File: src/rtl/fetch_stage_ctrl_if.sv
// Instruction-memory req/ack fetch bundle.
// master: fetch unit (req/addr out), slave: imem (ack/rdata out).
interface fetch_stage_ctrl_if;
    logic        imem_req;
    logic [31:0] imem_addr;
    logic        imem_ack;
    logic [31:0] imem_rdata;

    modport master (
        output imem_req,
        output imem_addr,
        input  imem_ack,
        input  imem_rdata
    );

    modport slave (
        input  imem_req,
        input  imem_addr,
        output imem_ack,
        output imem_rdata
    );
endinterface

File: src/rtl/fetch_stage_ctrl.sv
// Fetch stage: owns PC, IF/ID register and imem req/ack fetch.
// Ports: clk, rst (sync, active-high); hazard controls holdPC,
//   IF_ID_Flush, isBranch/PC_offset/branch_pc4, isJump/jump_addr;
//   imem (fetch_stage_ctrl_if.master); IF/ID outputs if_id_instr,
//   if_id_pc4, if_id_valid; current fetch pc.
// Optional macro IF_PERF_CNT_EN adds perf_fetch/perf_stall/perf_flush.
module fetch_stage_ctrl #(
    parameter logic [31:0] RESET_PC  = 32'h0000_0000,
    parameter logic [31:0] NOP_INSTR = 32'h0000_0000,
    parameter int          CNT_W     = 16
) (
    input  logic                clk,
    input  logic                rst,
    input  logic                holdPC,
    input  logic                IF_ID_Flush,
    input  logic                isBranch,
    input  logic [31:0]         PC_offset,
    input  logic [31:0]         branch_pc4,
    input  logic                isJump,
    input  logic [31:0]         jump_addr,
    fetch_stage_ctrl_if.master  imem,
    output logic [31:0]         if_id_instr,
    output logic [31:0]         if_id_pc4,
    output logic                if_id_valid,
    output logic [31:0]         pc
`ifdef IF_PERF_CNT_EN
    ,
    output logic [CNT_W-1:0]    perf_fetch,
    output logic [CNT_W-1:0]    perf_stall,
    output logic [CNT_W-1:0]    perf_flush
`endif
);

    typedef enum logic [1:0] {
        S_IDLE,
        S_FETCH,
        S_DRAIN
    } state_t;

    state_t      r_state;
    logic        r_req;
    logic [31:0] r_addr;
    logic [31:0] r_pc;
    logic [31:0] r_instr;
    logic [31:0] r_pc4;
    logic        r_valid;

    logic        w_ack;
    logic        w_redir;
    logic [31:0] w_target;
    logic [31:0] w_pc4;
    logic        w_take;
    logic        w_load;
    logic        w_bubble;
    logic [31:0] w_next_pc;

    assign w_ack    = r_req & imem.imem_ack;
    assign w_redir  = isBranch | isJump;
    assign w_target = isBranch ? (branch_pc4 + (PC_offset << 2))
                               : jump_addr;
    assign w_pc4    = r_pc + 32'd4;

    // Only a FETCH-state ack belongs to the current pc; a DRAIN ack
    // returns data for an abandoned address and is dropped.
    assign w_take   = (r_state == S_FETCH) & w_ack & ~w_redir & ~holdPC;
    assign w_load   = w_take & ~IF_ID_Flush;
    assign w_bubble = w_redir | IF_ID_Flush;

    assign w_next_pc = w_redir ? w_target :
                       w_take  ? w_pc4    : r_pc;

    always_ff @(posedge clk) begin
        if (rst) begin
            r_state <= S_IDLE;
            r_req   <= 1'b0;
            r_addr  <= RESET_PC;
            r_pc    <= RESET_PC;
            r_instr <= NOP_INSTR;
            r_pc4   <= 32'd0;
            r_valid <= 1'b0;
        end else begin
            r_pc <= w_next_pc;
            if (w_bubble) begin
                r_valid <= 1'b0;
                r_instr <= NOP_INSTR;
            end else if (w_load) begin
                r_instr <= imem.imem_rdata;
                r_pc4   <= w_pc4;
                r_valid <= 1'b1;
            end
            // The address may only move when no request is pending,
            // i.e. out of IDLE or on an ack.
            case (r_state)
                S_IDLE: begin
                    r_state <= S_FETCH;
                    r_req   <= 1'b1;
                    r_addr  <= w_next_pc;
                end
                S_FETCH: begin
                    if (w_ack) begin
                        r_addr <= w_next_pc;
                    end else if (w_redir) begin
                        r_state <= S_DRAIN;
                    end
                end
                S_DRAIN: begin
                    if (w_ack) begin
                        r_addr  <= w_next_pc;
                        r_state <= S_FETCH;
                    end
                end
                default: begin
                    r_state <= S_IDLE;
                    r_req   <= 1'b0;
                end
            endcase
        end
    end

    assign imem.imem_req  = r_req;
    assign imem.imem_addr = r_addr;
    assign if_id_instr    = r_instr;
    assign if_id_pc4      = r_pc4;
    assign if_id_valid    = r_valid;
    assign pc             = r_pc;

`ifdef IF_PERF_CNT_EN
    logic [CNT_W-1:0] r_pf_fetch;
    logic [CNT_W-1:0] r_pf_stall;
    logic [CNT_W-1:0] r_pf_flush;
    logic             w_stall;

    assign w_stall = holdPC | (r_req & ~imem.imem_ack);

    // Saturating counters: stop at all-ones.
    always_ff @(posedge clk) begin
        if (rst) begin
            r_pf_fetch <= '0;
            r_pf_stall <= '0;
            r_pf_flush <= '0;
        end else begin
            if (w_load && (r_pf_fetch != '1))
                r_pf_fetch <= r_pf_fetch + CNT_W'(1);
            if (w_stall && (r_pf_stall != '1))
                r_pf_stall <= r_pf_stall + CNT_W'(1);
            if (w_bubble && (r_pf_flush != '1))
                r_pf_flush <= r_pf_flush + CNT_W'(1);
        end
    end

    assign perf_fetch = r_pf_fetch;
    assign perf_stall = r_pf_stall;
    assign perf_flush = r_pf_flush;
`else
    logic w_unused_cnt_w;
    assign w_unused_cnt_w = (CNT_W > 0);
`endif

endmodule
File: src/flat_wrapper.sv
// flat-port wrapper written by rule: the top's interface ports become plain ports
module fetch_stage_ctrl_flat 
#(
    parameter logic [31:0] RESET_PC  = 32'h0000_0000,
    parameter logic [31:0] NOP_INSTR = 32'h0000_0000,
    parameter int          CNT_W     = 16
)
  (clk, rst, holdPC, IF_ID_Flush, isBranch, PC_offset, branch_pc4, isJump, jump_addr, if_id_instr, if_id_pc4, if_id_valid, pc, imem_imem_req, imem_imem_addr, imem_imem_ack, imem_imem_rdata);
  fetch_stage_ctrl_if imem_i ();
  input  logic clk;
  input  logic rst;
  input  logic holdPC;
  input  logic IF_ID_Flush;
  input  logic isBranch;
  input  logic [31:0] PC_offset;
  input  logic [31:0] branch_pc4;
  input  logic isJump;
  input  logic [31:0] jump_addr;
  output logic [31:0] if_id_instr;
  output logic [31:0] if_id_pc4;
  output logic if_id_valid;
  output logic [31:0] pc;
  output wire logic [$bits(imem_i.imem_req)-1:0] imem_imem_req;
  output wire logic [$bits(imem_i.imem_addr)-1:0] imem_imem_addr;
  input wire logic [$bits(imem_i.imem_ack)-1:0] imem_imem_ack;
  input wire logic [$bits(imem_i.imem_rdata)-1:0] imem_imem_rdata;
  assign imem_imem_req = imem_i.imem_req;
  assign imem_imem_addr = imem_i.imem_addr;
  assign imem_i.imem_ack = imem_imem_ack;
  assign imem_i.imem_rdata = imem_imem_rdata;
  fetch_stage_ctrl #(.RESET_PC(RESET_PC), .NOP_INSTR(NOP_INSTR), .CNT_W(CNT_W)) u_core (.clk(clk), .rst(rst), .holdPC(holdPC), .IF_ID_Flush(IF_ID_Flush), .isBranch(isBranch), .PC_offset(PC_offset), .branch_pc4(branch_pc4), .isJump(isJump), .jump_addr(jump_addr), .imem(imem_i), .if_id_instr(if_id_instr), .if_id_pc4(if_id_pc4), .if_id_valid(if_id_valid), .pc(pc));
endmodule
File: config.mk
export PLATFORM = sky130hd
export DESIGN_NAME = fetch_stage_ctrl_flat
export DESIGN_NICKNAME = d
export VERILOG_FILES = /design/src/rtl/fetch_stage_ctrl_if.sv /design/src/rtl/fetch_stage_ctrl.sv /design/src/flat_wrapper.sv
export SDC_FILE = /design/constraint.sdc
export NUM_CORES = 1
export LEC_CHECK = 0
export CAP_MARGIN = 20
export CORE_UTILIZATION = 50
export CTS_CLUSTER_DIAMETER = 150
export DETAILED_ROUTE_END_ITERATION = 7
export GPL_ROUTABILITY_DRIVEN = 1
export HOLD_SLACK_MARGIN = 0.15
export PLACE_DENSITY = 0.87
export SYNTH_ARGS = -nofsm -noshare
export SYNTH_HDL_FRONTEND = slang
export SYNTH_SLANG_ARGS = --single-unit
File: constraint.sdc
create_clock -name clk -period 5.82 [get_ports clk]
set_input_delay 0.582 -clock clk [delete_from_list [all_inputs] [get_ports clk]]
set_output_delay 0.582 -clock clk [all_outputs]
set_load 0.01 [all_outputs]
**Word-level counts from Yosys, hierarchy flattened**

Cells that the tools add are included.

- Input bits: 135
- Memories kept: 0
- Memory bits (writable): 0
- Latch bits: 0
- Output and inout port bits: 130
- Bits in read-only memories: 0
- Register bits: 132
- Logic and storage cells: 43

- Mux-type cells: 10
- Bitwise logic cells: 11
- Shift-type cells: 0
- Add/sub/neg operators: 2
- Multipliers: 0
- Order comparisons: 0
- Reduce and logical (&&, ||, !) cells: 7
- Eq/ne operators: 6
- Divide/modulo/power cells: 0

Operators by type and width:

| cell | count |
|---|---|
| $mux W32 | 4 |
| $pmux W32 S2 | 1 |
| $add A32 B3 Y32 const B | 1 |
| $add A32 B32 Y32 | 1 |
| $mux W2 | 3 |
| $ne A2 B1 Y1 const B | 3 |
| $pmux W2 S3 | 1 |
| $and A1 B1 Y1 | 5 |
| $not A1 Y1 | 4 |
| $reduce_and A2 Y1 | 2 |
| $reduce_or A2 Y1 | 2 |
| $reduce_and A3 Y1 | 1 |
| $eq A2 B1 Y1 const B | 1 |
| $eq A2 B2 Y1 const B | 1 |
| $logic_not A2 Y1 | 1 |
| $ne A2 B2 Y1 const B | 1 |
| $or A1 B1 Y1 | 2 |
| $pmux W1 S2 | 1 |
| $reduce_bool A2 Y1 | 1 |

**Logic depth before layout (Yosys ltp)**

- Word-level depth: 8
- Mapped depth: 11

**Least setup slack after synthesis**

OpenSTA, ideal clock, no wires.

- Path type: input -> register
- From: in PC_offset[0]
- To: reg u_core.r_addr[30] (netlist: u_core.imem.imem_addr[30])
- Path slack: 2811 ps
- Required time: 5717 ps
- Path buffers: 0
- Cell stages on the path: 10
- Data arrival time: 2905 ps
- Setup time: 103 ps
- Cell sequence: ha_1 fa_1 a211oi_1 o21ai_1 and4_1 or2_1 a21oi_1 o21ai_1 xnor2_1 a2111oi_2

- Word-level cells in the longest chain between the ends: 5

Ends and longest elaborated chain:

| item | line | RTL |
|---|---|---|
| from (decl) | flat_wrapper.sv:15 | `input logic [31:0] PC_offset;` |
| $add A32 B32 Y32 * | fetch_stage_ctrl.sv:59 | `assign w_target = isBranch ? (branch_pc4 + (PC_offset << 2))` |
| $mux W32 * | fetch_stage_ctrl.sv:59 |  |
| $mux W32 * | fetch_stage_ctrl.sv:69 | `assign w_next_pc = w_redir ? w_target :` |
| $mux W32 | fetch_stage_ctrl.sv:100, fetch_stage_ctrl.sv:107 |  |
| $pmux W32 S2 * | fetch_stage_ctrl.sv:93 | `case (r_state)` |
| to (signal assigned) | fetch_stage_ctrl.sv:97 | `r_addr <= w_next_pc;` |
| to (signal assigned) | fetch_stage_ctrl.sv:101 | `r_addr <= w_next_pc;` |
| to (signal assigned) | fetch_stage_ctrl.sv:108 | `r_addr <= w_next_pc;` |
| to (decl) | fetch_stage_ctrl.sv:42 | `logic [31:0] r_addr;` |

Every way passes the cells marked *; elsewhere a longest branch is shown, timed or not. The select of a mux whose other input is x is not followed.
A chain may end at the register's enable or synchronous reset.

**Worst setup path in the final report**

- From: in branch_pc4[2]
- To: reg u_core.r_addr[30] (netlist: u_core.imem.imem_addr[30])

- Word-level cells in the longest chain between the ends: 5

Ends and longest elaborated chain:

| item | line | RTL |
|---|---|---|
| from (decl) | flat_wrapper.sv:16 | `input logic [31:0] branch_pc4;` |
| $add A32 B32 Y32 * | fetch_stage_ctrl.sv:59 |  |
| $mux W32 * | fetch_stage_ctrl.sv:59 |  |
| $mux W32 * | fetch_stage_ctrl.sv:69 |  |
| $mux W32 | fetch_stage_ctrl.sv:100, fetch_stage_ctrl.sv:107 |  |
| $pmux W32 S2 * | fetch_stage_ctrl.sv:93 |  |

Marked as above.

==> results.py <==
metrics = {
    "critical_path": {
        "required_ps": 6140,
        "arrival_ps": 3770,
        "cp_num_buf_inv": 1,
        "crit_path_frequent_cell": "o21ai_1",
        "crit_chain": "clkdlybuf4s50_1 -> ha_1 -> fa_1 -> a211oi_1 -> o21ai_1 -> and4_1 -> or2_1 -> a21oi_1 -> o21ai_1 -> xnor2_1 -> a2111oi_2",
        "start_kind": "input pin",
        "endpoint_kind": "register",
        "path_max_fanout": 5,
        "path_delay_family": "compound AO/OA/AOI/OAI gates",
        "criticalPathCategory": "in2reg",
        "max_stage_delay_ps": 430,
        "crit_path_top_delay_cell": "fa_1",
    },
    "sta": {
        "hold_viol_final": 0,
        "maxSlewHeadroom": 0.368,
        "tns_ps": 0,
        "fin_crit_ps": 3450,
        "finClkSkew_ps": 7.11,
        "fin_crit_sh": 0.593,
        "rsz0062_at_grt": "no",
        "setup-violations-final": 0,
        "final_max_slew_viol_count": 0,
        "max_freq_mhz": 290,
        "worst_pin_slew_ps": 947,
    },
    "synthesis": {
        "synthArstFlopShare": 0,
        "synthFlopType": "dfxtp_1",
        "avgSynthCellArea_um2": 7.83,
        "yosysTopAreaCellShare": 0.342,
        "synth.most_common_cell": "nor2_1",
        "synthTopCellsByCount": "nor2_1, dfxtp_1, nand2_1",
        "ys_ff_latch": 132,
        "yosysSeqAreaShare": 0.342,
        "syn_area_mm2": 0.00772,
        "syn_inst": 987,
        "yosys_warnings": 0,
        "synthTopCellsByArea": "dfxtp_1, nor2_1, a211oi_1",
        "synth-edff-count": 0,
        "synth_fp_nets": 1156,
        "synth_cell_types": 73,
        "synth_top_area_cell": "dfxtp_1",
    },
    "placement": {
        "io_buffers": 262,
        "globalplace.congestion": 0.939,
        "hpwl_um": 18300,
    },
    "power": {
        "p_per_area_mw_per_mm2": 317,
        "p_leak_nw": 4.05,
        "peakVddDrop_mv": 0.207,
        "power.total_mw": 3.52,
    },
    "global_route": {
        "track_usage": 0.313,
        "grt_max_degree": 71,
        "overflow": 0,
        "grt_pass1_wl_um": 39400,
        "grt_pass1_vias": 7585,
        "antenna_found_initial": 1,
    },
    "final_layout": {
        "area_delta_synth_final_pct": 43.7,
        "drive_above_1_share": 0.0539,
        "nets": 1381,
        "n_fill_cell": 1109,
    },
    "clock_tree": {
        "cts_buffer_depth": 2,
        "clkLatencyLatePin_ps": 420,
        "cts_buffers": 17,
        "cts.hold.buffers_added": 0,
        "post_cts_buffers": 0,
        "cts_repair_resize_count": 0,
        "numClockSinks": 132,
        "cts.clk_slew.worst_paths_ps": 60,
        "cts_tree": "done",
        "cts-root-buf": "clkbuf_16",
        "h-tree-depth": 4,
    },
    "floorplan": {
        "die_x_um": 126,
        "core_mm2": 0.0151,
        "num_rows": 45,
        "ioPinCount": 265,
        "die_h_um": 126,
        "initial_core_util": 0.510,
        "die_area_mm2": 0.0160,
    },
    "routing": {
        "vias_per_cell": 5.79,
        "drc": 0,
        "routed_wl_um": 24700,
        "dr_total_vias": 8180,
        "ant_nets": 0,
        "firstDrtPassIters": 5,
        "first_iter_violations": 706,
        "wl_per_cell_um": 17.5,
    },
    "job": {
        "cap_violations": 0,
    },
    "hold_path": {
        "worstHoldPathType": "reg2reg",
    },
    "run_status": {
        "status": "complete, no violations",
    },
}
==> through the flow <==
step           instances  hold slack [ps]  setup WS, ps   util  area, um^2
2_1_floorplan        987              445          2810      -        7720
3_3_place_gp        1379              439          2060  0.685       10400
3_5_place_dp        1379              445          1940  0.685       10400
4_1_cts             1410              466          2370  0.729       11000
5_1_grt             1413              504          2140  0.733       11100
6_report            1413              464          2370  0.733       11100
==> power breakdown <==
part	internal (mW)	total, mW	switching, mW
clock	0.812	1.22	0.405
sequential	1.04	1.18	0.134
combinational	0.542	1.13	0.585
==> cells by family (layout without fill, tap and decap cells) <==
family,Yosys count,in the layout,synth area share
buffers and inverters,76,313,0.0397
adders and majority gates,34,34,0.0560
DFF,132,132,0.342
muxes,20,20,0.0261
xor gates and xnor gates,78,78,0.0884
other,0,1,0
and+or+nand+nor,419,419,0.254
AOI/OAI and AO/OA,228,228,0.194
==> tightest hold or removal path, stage by stage (launching register included) <==
cell	delay, ps
dfxtp_1	310
nand2_1	60
a21oi_1	50
==> layout make-up <==
class / count / area, um^2 / area share
clock inverters: 13 / 231 / 0.0208
clock buffers: 18 / 439 / 0.0395
well taps: 188 / 235 / 0.0212
multi-input cells: 779 / 4790 / 0.431
diodes: 1 / 2.50 / 0.000225
flip-flops and latches: 132 / 2640 / 0.238
inverters: 10 / 37.5 / 0.00338
repair buffers: 272 / 2730 / 0.246
==> path summary, 6_finish.rpt <==
kind                                          startpoint                        end  slack [ps]  cells past startpoint
worst max-delay path                       branch_pc4[2]  u_core.imem.imem_addr[30]        2370                     11
worst min-delay path            u_core.imem.imem_addr[4]   u_core.imem.imem_addr[4]         460                      2
worst max register to register              u_core.pc[2]  u_core.imem.imem_addr[18]        2820                      9
worst min register to register  u_core.imem.imem_addr[4]   u_core.imem.imem_addr[4]         460                      2
==> layer usage <==
metal | track usage | up-vias | share of wire
li1 | - | 3967 | -
met1 | 0.399 | 3740 | 0.42
met2 | 0.508 | 405 | 0.46
met3 | 0.0519 | 68 | 0.076
met4 | 0.164 | 0 | 0.042
met5 | 0 | - | 0
==> registers in the layout (all words and copies together), names as in the netlist <==
name,count
u_core.if_id_instr,32
u_core.if_id_pc4,32
u_core.imem.imem_addr,32
u_core.pc,32
u_core.r_state,2
u_core.if_id_valid,1
u_core.imem.imem_req,1
==> cell usage in the layout, fill, tap and decap left out, types with 8 or more instances in the layout <==
master,n
clkdlybuf4s50_1,260
nor2_1,166
dfxtp_1,132
nand2_1,80
nor3_1,76
a21oi_1,58
a211oi_1,57
xnor2_1,40
xor2_1,38
o21ai_0,36
ha_1,33
nand3_1,21
mux2i_1,19
clkbuf_16,17
o21ai_1,16
nand4_1,16
and2_1,14
a21o_1,11
and3_1,9
inv_1,8
buf_4,8
(Power assumes the default switching activity.)
